[src/rtl/ysyx_23060332_lsu_align_pkg.sv]
// Shared definitions for the LSU alignment unit.
//   size_e  : access size encoding on req_size (B/H/W/D)
//   state_e : alignment FSM states
//   DEF_MEM_BASE / DEF_MEM_SIZE : default valid data-memory window
package ysyx_23060332_lsu_align_pkg;

  typedef enum logic [1:0] {
    SIZE_B = 2'd0,
    SIZE_H = 2'd1,
    SIZE_W = 2'd2,
    SIZE_D = 2'd3
  } size_e;

  typedef enum logic [1:0] {
    IDLE  = 2'd0,
    BEAT0 = 2'd1,
    BEAT1 = 2'd2,
    RESP  = 2'd3
  } state_e;

  localparam logic [31:0] DEF_MEM_BASE = 32'h8000_0000;
  localparam logic [31:0] DEF_MEM_SIZE = 32'h0800_0000;

endpackage

[src/rtl/ysyx_23060332_lsu_align_if.sv]
// Bus bundle between core, LSU alignment unit and word-aligned data memory.
//   req_*  : core request (valid/ready handshake)
//   resp_* : one-cycle completion pulse back to the core
//   mem_*  : aligned beat request to memory, completed by mem_ack
// slave  : the alignment unit's view
// master : the environment's view (core + memory)
interface ysyx_23060332_lsu_align_if #(
  parameter int XLEN   = 32,
  parameter int ADDR_W = 32
);
  localparam int NB = XLEN / 8;

  logic              req_valid;
  logic              req_ready;
  logic              req_wen;
  logic [ADDR_W-1:0] req_addr;
  logic [1:0]        req_size;
  logic              req_signed;
  logic [XLEN-1:0]   req_wdata;

  logic              resp_valid;
  logic [XLEN-1:0]   resp_rdata;
  logic              resp_err;

  logic              mem_req;
  logic              mem_wen;
  logic [ADDR_W-1:0] mem_addr;
  logic [XLEN-1:0]   mem_wdata;
  logic [NB-1:0]     mem_wstrb;
  logic              mem_ack;
  logic [XLEN-1:0]   mem_rdata;

  modport slave (
    input  req_valid, req_wen, req_addr, req_size, req_signed, req_wdata,
    input  mem_ack, mem_rdata,
    output req_ready, resp_valid, resp_rdata, resp_err,
    output mem_req, mem_wen, mem_addr, mem_wdata, mem_wstrb
  );

  modport master (
    output req_valid, req_wen, req_addr, req_size, req_signed, req_wdata,
    output mem_ack, mem_rdata,
    input  req_ready, resp_valid, resp_rdata, resp_err,
    input  mem_req, mem_wen, mem_addr, mem_wdata, mem_wstrb
  );

endinterface

[src/rtl/ysyx_23060332_lsu_lane.sv]
// Combinational lane steering for one access.
//   off/size/wdata/sgn : access description
//   lo/hi              : read data of beat0 / beat1 (hi = 0 when not split)
//   wstrb0/1, wdata0/1 : strobes and shifted store data for beat0 / beat1
//   split              : access crosses the bus word boundary
//   rdata              : right-justified, extended load result
module ysyx_23060332_lsu_lane
  import ysyx_23060332_lsu_align_pkg::*;
#(
  parameter  int XLEN = 32,
  localparam int NB   = XLEN / 8,
  localparam int OW   = $clog2(NB)
) (
  input  logic [OW-1:0]   off,
  input  logic [1:0]      size,
  input  logic [XLEN-1:0] wdata,
  input  logic            sgn,
  input  logic [XLEN-1:0] lo,
  input  logic [XLEN-1:0] hi,
  output logic [NB-1:0]   wstrb0,
  output logic [NB-1:0]   wstrb1,
  output logic [XLEN-1:0] wdata0,
  output logic [XLEN-1:0] wdata1,
  output logic            split,
  output logic [XLEN-1:0] rdata
);

  logic [4:0]        nbytes;
  logic [NB-1:0]     bmask;
  logic [2*NB-1:0]   mask2;
  logic [2*XLEN-1:0] data2;
  logic [2*XLEN-1:0] rd2;
  logic [XLEN-1:0]   raw;
  logic              sbit;

  assign nbytes = 5'd1 << size;
  assign split  = (5'(off) + nbytes) > 5'(NB);

  always_comb begin
    unique case (size)
      SIZE_B:  bmask = NB'(1);
      SIZE_H:  bmask = NB'(3);
      SIZE_W:  bmask = NB'(15);
      default: bmask = '1;
    endcase
  end

  // Shift into a double-width window: the low half is beat0, the high half
  // is exactly what spills into beat1 (>> (NB-off) without a special case).
  assign mask2  = {{NB{1'b0}}, bmask} << off;
  assign data2  = {{XLEN{1'b0}}, wdata} << {off, 3'b000};
  assign wstrb0 = mask2[NB-1:0];
  assign wstrb1 = mask2[2*NB-1:NB];
  assign wdata0 = data2[XLEN-1:0];
  assign wdata1 = data2[2*XLEN-1:XLEN];

  assign rd2 = {hi, lo} >> {off, 3'b000};
  assign raw = rd2[XLEN-1:0];

  // Double-word loads fill the whole bus, so no extension bit is needed.
  always_comb begin
    unique case (size)
      SIZE_B:  sbit = sgn & raw[7];
      SIZE_H:  sbit = sgn & raw[15];
      SIZE_W:  sbit = sgn & raw[31];
      default: sbit = 1'b0;
    endcase
  end

  always_comb begin
    rdata = '0;
    for (int i = 0; i < NB; i++)
      rdata[8*i +: 8] = (5'(i) < nbytes) ? raw[8*i +: 8] : {8{sbit}};
  end

endmodule

[src/rtl/ysyx_23060332_lsu_align.sv]
// Load/store alignment unit: turns a byte-addressed B/H/W/D access into one
// or two word-aligned memory beats, merges/extends load data, and faults
// out-of-window accesses without touching memory.
//   clk, rst_n : clock, asynchronous active-low reset
//   bus        : request / response / memory beat signals (slave view)
module ysyx_23060332_lsu_align
  import ysyx_23060332_lsu_align_pkg::*;
#(
  parameter  int                XLEN     = 32,
  parameter  int                ADDR_W   = 32,
  parameter  logic [ADDR_W-1:0] MEM_BASE = ADDR_W'(DEF_MEM_BASE),
  parameter  logic [ADDR_W-1:0] MEM_SIZE = ADDR_W'(DEF_MEM_SIZE),
  localparam int                NB       = XLEN / 8,
  localparam int                OW       = $clog2(NB)
) (
  input logic clk,
  input logic rst_n,
  ysyx_23060332_lsu_align_if.slave bus
);

  // Inclusive last valid byte, one bit wider so the window end never wraps.
  localparam logic [ADDR_W:0] LAST = {1'b0, MEM_BASE} + {1'b0, MEM_SIZE} - 1'b1;

  state_e state, state_d;

  logic [OW-1:0]     off_q;
  logic [1:0]        size_q;
  logic              sgn_q, wen_q, err_q;
  logic [XLEN-1:0]   wdata_q, lo_q, hi_q;

  logic              mem_req_q, mem_wen_q;
  logic [ADDR_W-1:0] mem_addr_q;
  logic [XLEN-1:0]   mem_wdata_q;
  logic [NB-1:0]     mem_wstrb_q;

  logic [4:0]        req_nb;
  logic [ADDR_W:0]   req_end;
  logic              req_err;

  logic [OW-1:0]     l_off;
  logic [1:0]        l_size;
  logic [XLEN-1:0]   l_wdata;
  logic [NB-1:0]     l_wstrb0, l_wstrb1;
  logic [XLEN-1:0]   l_wdata0, l_wdata1, l_rdata;
  logic              l_split;

  // Range check of the incoming request.
  assign req_nb  = 5'd1 << bus.req_size;
  assign req_end = {1'b0, bus.req_addr} + (ADDR_W+1)'(req_nb) - 1'b1;
  assign req_err = (bus.req_addr < MEM_BASE) || (req_end > LAST) ||
                   ((bus.req_size == SIZE_D) && (XLEN == 32));

  // The lane sees the live request in IDLE (to form beat0) and the latched
  // request afterwards (beat1 fields and read merge).
  assign l_off   = (state == IDLE) ? bus.req_addr[OW-1:0] : off_q;
  assign l_size  = (state == IDLE) ? bus.req_size         : size_q;
  assign l_wdata = (state == IDLE) ? bus.req_wdata        : wdata_q;

  ysyx_23060332_lsu_lane #(.XLEN(XLEN)) u_lane (
    .off    (l_off),
    .size   (l_size),
    .wdata  (l_wdata),
    .sgn    (sgn_q),
    .lo     (lo_q),
    .hi     (hi_q),
    .wstrb0 (l_wstrb0),
    .wstrb1 (l_wstrb1),
    .wdata0 (l_wdata0),
    .wdata1 (l_wdata1),
    .split  (l_split),
    .rdata  (l_rdata)
  );

  always_ff @(posedge clk or negedge rst_n) begin
    if (!rst_n) state <= IDLE;
    else        state <= state_d;
  end

  always_comb begin
    state_d = state;
    unique case (state)
      IDLE:    if (bus.req_valid) state_d = req_err ? RESP : BEAT0;
      BEAT0:   if (bus.mem_ack)   state_d = l_split ? BEAT1 : RESP;
      BEAT1:   if (bus.mem_ack)   state_d = RESP;
      RESP:    state_d = IDLE;
      default: state_d = IDLE;
    endcase
  end

  always_ff @(posedge clk or negedge rst_n) begin
    if (!rst_n) begin
      off_q       <= '0;
      size_q      <= '0;
      sgn_q       <= 1'b0;
      wen_q       <= 1'b0;
      err_q       <= 1'b0;
      wdata_q     <= '0;
      lo_q        <= '0;
      hi_q        <= '0;
      mem_req_q   <= 1'b0;
      mem_wen_q   <= 1'b0;
      mem_addr_q  <= '0;
      mem_wdata_q <= '0;
      mem_wstrb_q <= '0;
    end else begin
      unique case (state)
        IDLE: if (bus.req_valid) begin
          off_q   <= bus.req_addr[OW-1:0];
          size_q  <= bus.req_size;
          sgn_q   <= bus.req_signed;
          wen_q   <= bus.req_wen;
          wdata_q <= bus.req_wdata;
          err_q   <= req_err;
          lo_q    <= '0;
          hi_q    <= '0;
          if (!req_err) begin
            mem_req_q   <= 1'b1;
            mem_wen_q   <= bus.req_wen;
            mem_addr_q  <= bus.req_addr & ~ADDR_W'(NB-1);
            mem_wstrb_q <= bus.req_wen ? l_wstrb0 : '0;
            mem_wdata_q <= bus.req_wen ? l_wdata0 : '0;
          end
        end
        BEAT0: if (bus.mem_ack) begin
          lo_q <= bus.mem_rdata;
          if (l_split) begin
            mem_addr_q  <= mem_addr_q + ADDR_W'(NB);
            mem_wstrb_q <= wen_q ? l_wstrb1 : '0;
            mem_wdata_q <= wen_q ? l_wdata1 : '0;
          end else begin
            mem_req_q   <= 1'b0;
            mem_wen_q   <= 1'b0;
            mem_wstrb_q <= '0;
          end
        end
        BEAT1: if (bus.mem_ack) begin
          hi_q        <= bus.mem_rdata;
          mem_req_q   <= 1'b0;
          mem_wen_q   <= 1'b0;
          mem_wstrb_q <= '0;
        end
        default: ;
      endcase
    end
  end

  assign bus.req_ready  = (state == IDLE);
  assign bus.resp_valid = (state == RESP);
  assign bus.resp_err   = (state == RESP) && err_q;
  assign bus.resp_rdata = ((state == RESP) && !wen_q && !err_q) ? l_rdata : '0;

  assign bus.mem_req   = mem_req_q;
  assign bus.mem_wen   = mem_wen_q;
  assign bus.mem_addr  = mem_addr_q;
  assign bus.mem_wdata = mem_wdata_q;
  assign bus.mem_wstrb = mem_wstrb_q;

endmodule

[src/flat_wrapper.sv]
// flat-port wrapper written by rule: the top's interface ports become plain ports
module ysyx_23060332_lsu_align_flat import ysyx_23060332_lsu_align_pkg::*;
#(
  parameter  int                XLEN     = 32,
  parameter  int                ADDR_W   = 32,
  parameter  logic [ADDR_W-1:0] MEM_BASE = ADDR_W'(DEF_MEM_BASE),
  parameter  logic [ADDR_W-1:0] MEM_SIZE = ADDR_W'(DEF_MEM_SIZE),
  localparam int                NB       = XLEN / 8,
  localparam int                OW       = $clog2(NB)
)
  (clk, rst_n, bus_req_valid, bus_req_wen, bus_req_addr, bus_req_size, bus_req_signed, bus_req_wdata, bus_mem_ack, bus_mem_rdata, bus_req_ready, bus_resp_valid, bus_resp_rdata, bus_resp_err, bus_mem_req, bus_mem_wen, bus_mem_addr, bus_mem_wdata, bus_mem_wstrb);
  ysyx_23060332_lsu_align_if #(.XLEN(XLEN), .ADDR_W(ADDR_W)) bus_i ();
  input logic clk;
  input logic rst_n;
  input wire logic [$bits(bus_i.req_valid)-1:0] bus_req_valid;
  input wire logic [$bits(bus_i.req_wen)-1:0] bus_req_wen;
  input wire logic [$bits(bus_i.req_addr)-1:0] bus_req_addr;
  input wire logic [$bits(bus_i.req_size)-1:0] bus_req_size;
  input wire logic [$bits(bus_i.req_signed)-1:0] bus_req_signed;
  input wire logic [$bits(bus_i.req_wdata)-1:0] bus_req_wdata;
  input wire logic [$bits(bus_i.mem_ack)-1:0] bus_mem_ack;
  input wire logic [$bits(bus_i.mem_rdata)-1:0] bus_mem_rdata;
  output wire logic [$bits(bus_i.req_ready)-1:0] bus_req_ready;
  output wire logic [$bits(bus_i.resp_valid)-1:0] bus_resp_valid;
  output wire logic [$bits(bus_i.resp_rdata)-1:0] bus_resp_rdata;
  output wire logic [$bits(bus_i.resp_err)-1:0] bus_resp_err;
  output wire logic [$bits(bus_i.mem_req)-1:0] bus_mem_req;
  output wire logic [$bits(bus_i.mem_wen)-1:0] bus_mem_wen;
  output wire logic [$bits(bus_i.mem_addr)-1:0] bus_mem_addr;
  output wire logic [$bits(bus_i.mem_wdata)-1:0] bus_mem_wdata;
  output wire logic [$bits(bus_i.mem_wstrb)-1:0] bus_mem_wstrb;
  assign bus_i.req_valid = bus_req_valid;
  assign bus_i.req_wen = bus_req_wen;
  assign bus_i.req_addr = bus_req_addr;
  assign bus_i.req_size = bus_req_size;
  assign bus_i.req_signed = bus_req_signed;
  assign bus_i.req_wdata = bus_req_wdata;
  assign bus_i.mem_ack = bus_mem_ack;
  assign bus_i.mem_rdata = bus_mem_rdata;
  assign bus_req_ready = bus_i.req_ready;
  assign bus_resp_valid = bus_i.resp_valid;
  assign bus_resp_rdata = bus_i.resp_rdata;
  assign bus_resp_err = bus_i.resp_err;
  assign bus_mem_req = bus_i.mem_req;
  assign bus_mem_wen = bus_i.mem_wen;
  assign bus_mem_addr = bus_i.mem_addr;
  assign bus_mem_wdata = bus_i.mem_wdata;
  assign bus_mem_wstrb = bus_i.mem_wstrb;
  ysyx_23060332_lsu_align #(.XLEN(XLEN), .ADDR_W(ADDR_W), .MEM_BASE(MEM_BASE), .MEM_SIZE(MEM_SIZE)) u_core (.clk(clk), .rst_n(rst_n), .bus(bus_i));
endmodule
[config.mk]
export PLATFORM = sky130hd
export DESIGN_NAME = ysyx_23060332_lsu_align_flat
export DESIGN_NICKNAME = d
export VERILOG_FILES = /design/src/rtl/ysyx_23060332_lsu_align_pkg.sv /design/src/rtl/ysyx_23060332_lsu_align_if.sv /design/src/rtl/ysyx_23060332_lsu_lane.sv /design/src/rtl/ysyx_23060332_lsu_align.sv /design/src/flat_wrapper.sv
export SDC_FILE = /design/constraint.sdc
export NUM_CORES = 1
export LEC_CHECK = 0
export ABC_AREA = 1
export CAP_MARGIN = 20
export CORE_MARGIN = 2
export CORE_UTILIZATION = 49
export DETAILED_ROUTE_END_ITERATION = 16
export GPL_TIMING_DRIVEN = 0
export PLACE_DENSITY = 0.78
export SKIP_LAST_GASP = 1
export SLEW_MARGIN = 10
export SYNTH_ARGS = -nofsm -noshare
export SYNTH_HDL_FRONTEND = slang
export SYNTH_SLANG_ARGS = --single-unit
[constraint.sdc]
create_clock -name clk -period 3.8 [get_ports clk]
set_input_delay 0.57 -clock clk [delete_from_list [all_inputs] [get_ports clk]]
set_output_delay 0.57 -clock clk [all_outputs]
set_load 0.01 [all_outputs]
==> impl_metrics.tcl <==
set metrics [dict create \
    status "finished clean" \
    ys_ff_latch 165 \
    tritoncts "built" \
    gp_congestion 0.982 \
    wl_per_cell_um 18.5 \
    via_count 13018 \
    io_pins 209 \
    ys_types 51 \
    synth_top_area_share_pct 35.0 \
    htreeDepth 4 \
    clk_latency_ns 0.45 \
    worstMarginPinSlew_ns 1.06 \
    critical_path_peak_fanout 10 \
    period_share_pct 97.7 \
    clock_sinks 165 \
    drc 0 \
    grt_max_degree 100 \
    synth_edf_count 0 \
    hold_viol_final 0 \
    nets 2125 \
    drtAntennaViolNets 0 \
    grt_pass1_vias 12305 \
    maxSlewViolCount 0 \
    yosysTopAreaCell "dfrtp_1" \
    die_h_um 159 \
    setup_violations 0 \
    crit_required_ns 3.23 \
    synthCells 1730 \
    dieWidth_um 159 \
    dieArea_um2 25300 \
    syn2layout_area_growth_pct 28.1 \
    avgViaCountPerCell 5.65 \
    diodes 0 \
    ys_async_sr_fraction_pct 100 \
    p_leak_nw 7.32 \
    cts_buffers 17 \
    core_um2 23500 \
    end_kind "output port" \
    fin_worst_skew_ns 0.0148 \
    syn_area_um2 11800 \
    ir_drop_v 0.000475 \
    min_period_ns 3.71 \
    synthFlopType "dfrtp_1" \
    setup_tns_ns 0 \
    dr.first_iter.drc_count 1233 \
    drt_pass1_iterations 8 \
    ys_top_cells_by_area "dfrtp_1, nand2_1, o21ai_0, inv_1, ha_1" \
    dpl.hpwl_um 32700 \
    seq_area_frac_synth_pct 35.0 \
    cp.arrival_ns 3.14 \
    routed_wl_um 42500 \
    start_util_pct 50.1 \
    maxSlewHeadroom_pct 29.2 \
    clk_pin_slew_worst_paths_ns 0.07 \
    overflow 0 \
    start_kind "flop" \
    fmax_ghz 0.269 \
    grt_usage_pct 33.1 \
    p_per_area_nw_per_um2 844 \
    final_core_util_pct 64.2 \
    avgSynthCellArea_um2 6.82 \
    yosysWarnings 0 \
    hold_class "in -> async" \
    port_buffers 206 \
    ctsLongestPathBuffers 2 \
    cap_violations 0 \
    grt_antenna_before_repair 0 \
    rows 56 \
    cts_root_buf "clkbuf_16" \
    drive_gt1_share_pct 9.02 \
    criticalPathCategory "reg -> out" \
    grt_pass1_wl_um 66600 \
]
[timing repair]
| item | in CTS | in global routing |
|---|---|---|
| resized for setup | 70 | 33 |
| endpoints found under the setup margin | 100 | 94 |
| hold buffers | 0 | 0 |
| pin swaps | 3 | 4 |
| gates cloned | 0 | 0 |
| buffers inserted | 8 | 4 |
[path summary, 6_finish.rpt]
| check | from | to | slack, ns | cells after the start |
|---|---|---|---|---|
| min in group clk | u_core.bus.mem_wdata[15] | u_core.bus.mem_wdata[15] | 0.47 | 2 |
| max in group asynchronous | rst_n | u_core.lo_q[4] | 2.85 | 2 |
| hold reg to reg | u_core.bus.mem_wdata[15] | u_core.bus.mem_wdata[15] | 0.47 | 2 |
| setup / recovery | u_core.state[0] | bus_resp_rdata[0] | 0.09 | 12 |
| hold / removal | rst_n | u_core.bus.mem_wdata[28] | 0.06 | 1 |
| setup reg to reg | u_core.state[0] | u_core.bus.mem_addr[15] | 0.12 | 20 |
[stage by stage]
step / power, mW / std cells / hold WS (ns) / cell area, um2 / setup WS [ns]
6_report: 12.7 / 2303 / 0.0632 / 15100 / 0.0863
5_1_grt: 13.5 / 2303 / 0.112 / 15100 / -0.00268
4_1_cts: 12.4 / 2298 / 0.0994 / 15000 / 0.00457
3_5_place_dp: 10.4 / 2258 / 0.458 / 14300 / -1.15
3_3_place_gp: 10.3 / 2256 / 0.455 / 14300 / -4.72
2_1_floorplan: 7.52 / 1731 / 0.274 / 11800 / 0.109
[cell usage after synthesis, types with 2 or more instances]
library cell    n
a22oi_1         3
buf_1           9
a21oi_2        11
a32oi_1        13
fa_1            2
buf_6          11
nor3_1          8
o21ai_1        17
or2_2           4
buf_4           5
xnor2_1        10
a21o_1          2
nor2_1        101
ha_1           48
xor2_1         11
inv_1         227
nand3_2         2
and3_1          2
o21ai_0       264
a21oi_1        74
nand2_2         8
o21ai_2        16
buf_2          10
nor3b_1         2
nand3_1       117
nor2_2          7
nand4_1        10
a31oi_1        11
o22ai_1        16
o21bai_1        2
clkbuf_1       53
inv_2           8
nor3_2          5
nand2_1       456
dfrtp_1       165
nor2_4          2
nor4_1          4
[cells by family (layout without fill, tap and decap cells)]
family	count (synthesis)	after routing	synth area share [%]
AOI/OAI and AO/OA	436	436	20.5
xor gates and xnor gates	21	21	1.56
adders and majority gates	50	50	5.43
buffers and inverters	325	578	11.3
DFF	165	165	35.0
muxes	1	1	0.0849
other	1	2	0.0318
and+or+nand+nor	731	731	26.1
[final cells by class]
| class | instances | area [um2] |
|---|---|---|
| Buffer | 89 | 528 |
| Clock buffer | 19 | 443 |
| Clock inverter | 13 | 125 |
| Fill cell | 2190 | 8440 |
| Inverter | 236 | 886 |
| Multi-Input combinational cell | 1241 | 6430 |
| Sequential cell | 165 | 4130 |
| Tap cell | 319 | 399 |
| Timing Repair Buffer | 221 | 2160 |
[cells in the final DEF, fill, tap and decap left out, types with 4 or more instances in the layout]
cell             count
buf_8                4
buf_6               10
buf_4               20
a32oi_1             13
dfrtp_1            165
clkdlybuf4s15_1      4
clkinvlp_4           5
a21oi_2             12
nor3_2               4
clkbuf_2            14
xnor2_1             10
clkbuf_1            40
dlygate4sd2_1       15
or2_2                4
xor2_1              11
inv_1              223
nor2_2               8
o21ai_0            263
clkbuf_16           17
a31oi_1              9
clkdlybuf4s50_1    179
nor3_1               8
nand4_1             10
buf_2               11
o21ai_2             14
a21oi_1             73
o22ai_1             16
nand2_2              7
nor2_1              99
ha_1                46
nand3_1            117
nand2_1            455
inv_2               12
buf_1                6
o21ai_1             17
[power breakdown]
group	switching [mW]	total [mW]	leakage (nW)	internal (mW)
registers	0.605	3.11	2.14	2.50
logic	5.16	7.91	4.92	2.76
clock network	0.795	1.72	0.263	0.927
[registers in the layout, indices dropped and copies added, names as in the netlist]
| register | cells |
|---|---|
| u_core.hi_q | 24 |
| u_core.bus.mem_wen | 1 |
| u_core.size_q | 2 |
| u_core.bus.mem_wstrb | 4 |
| u_core.lo_q | 32 |
| u_core.off_q | 2 |
| u_core.bus.mem_addr | 30 |
| u_core.sgn_q | 1 |
| u_core.bus.mem_req | 1 |
| u_core.wen_q | 1 |
| u_core.state | 2 |
| u_core.wdata_q | 32 |
| u_core.bus.mem_wdata | 32 |
| u_core.err_q | 1 |
[worst max-delay path, stage by stage (launching register included)]
cell	delay, ns
dfrtp_1	0.38
inv_2	0.07
ha_4	0.17
buf_4	0.16
o21ai_2	0.22
buf_6	0.17
clkbuf_4	0.22
buf_4	0.23
nand2_1	0.09
o21ai_0	0.10
o21ai_0	0.11
nor2_1	0.21
clkdlybuf4s50_1	0.57
[per-layer routing]
layer	vias to the layer above	global-route usage [%]	routed length (um)
met5	-	0	0
met4	0	12.9	1520
met1	6142	45.7	18100
met3	111	5.26	3580
met2	651	52.4	19300
li1	6114	-	-
No activity file was read; power rests on OpenSTA's default activity.
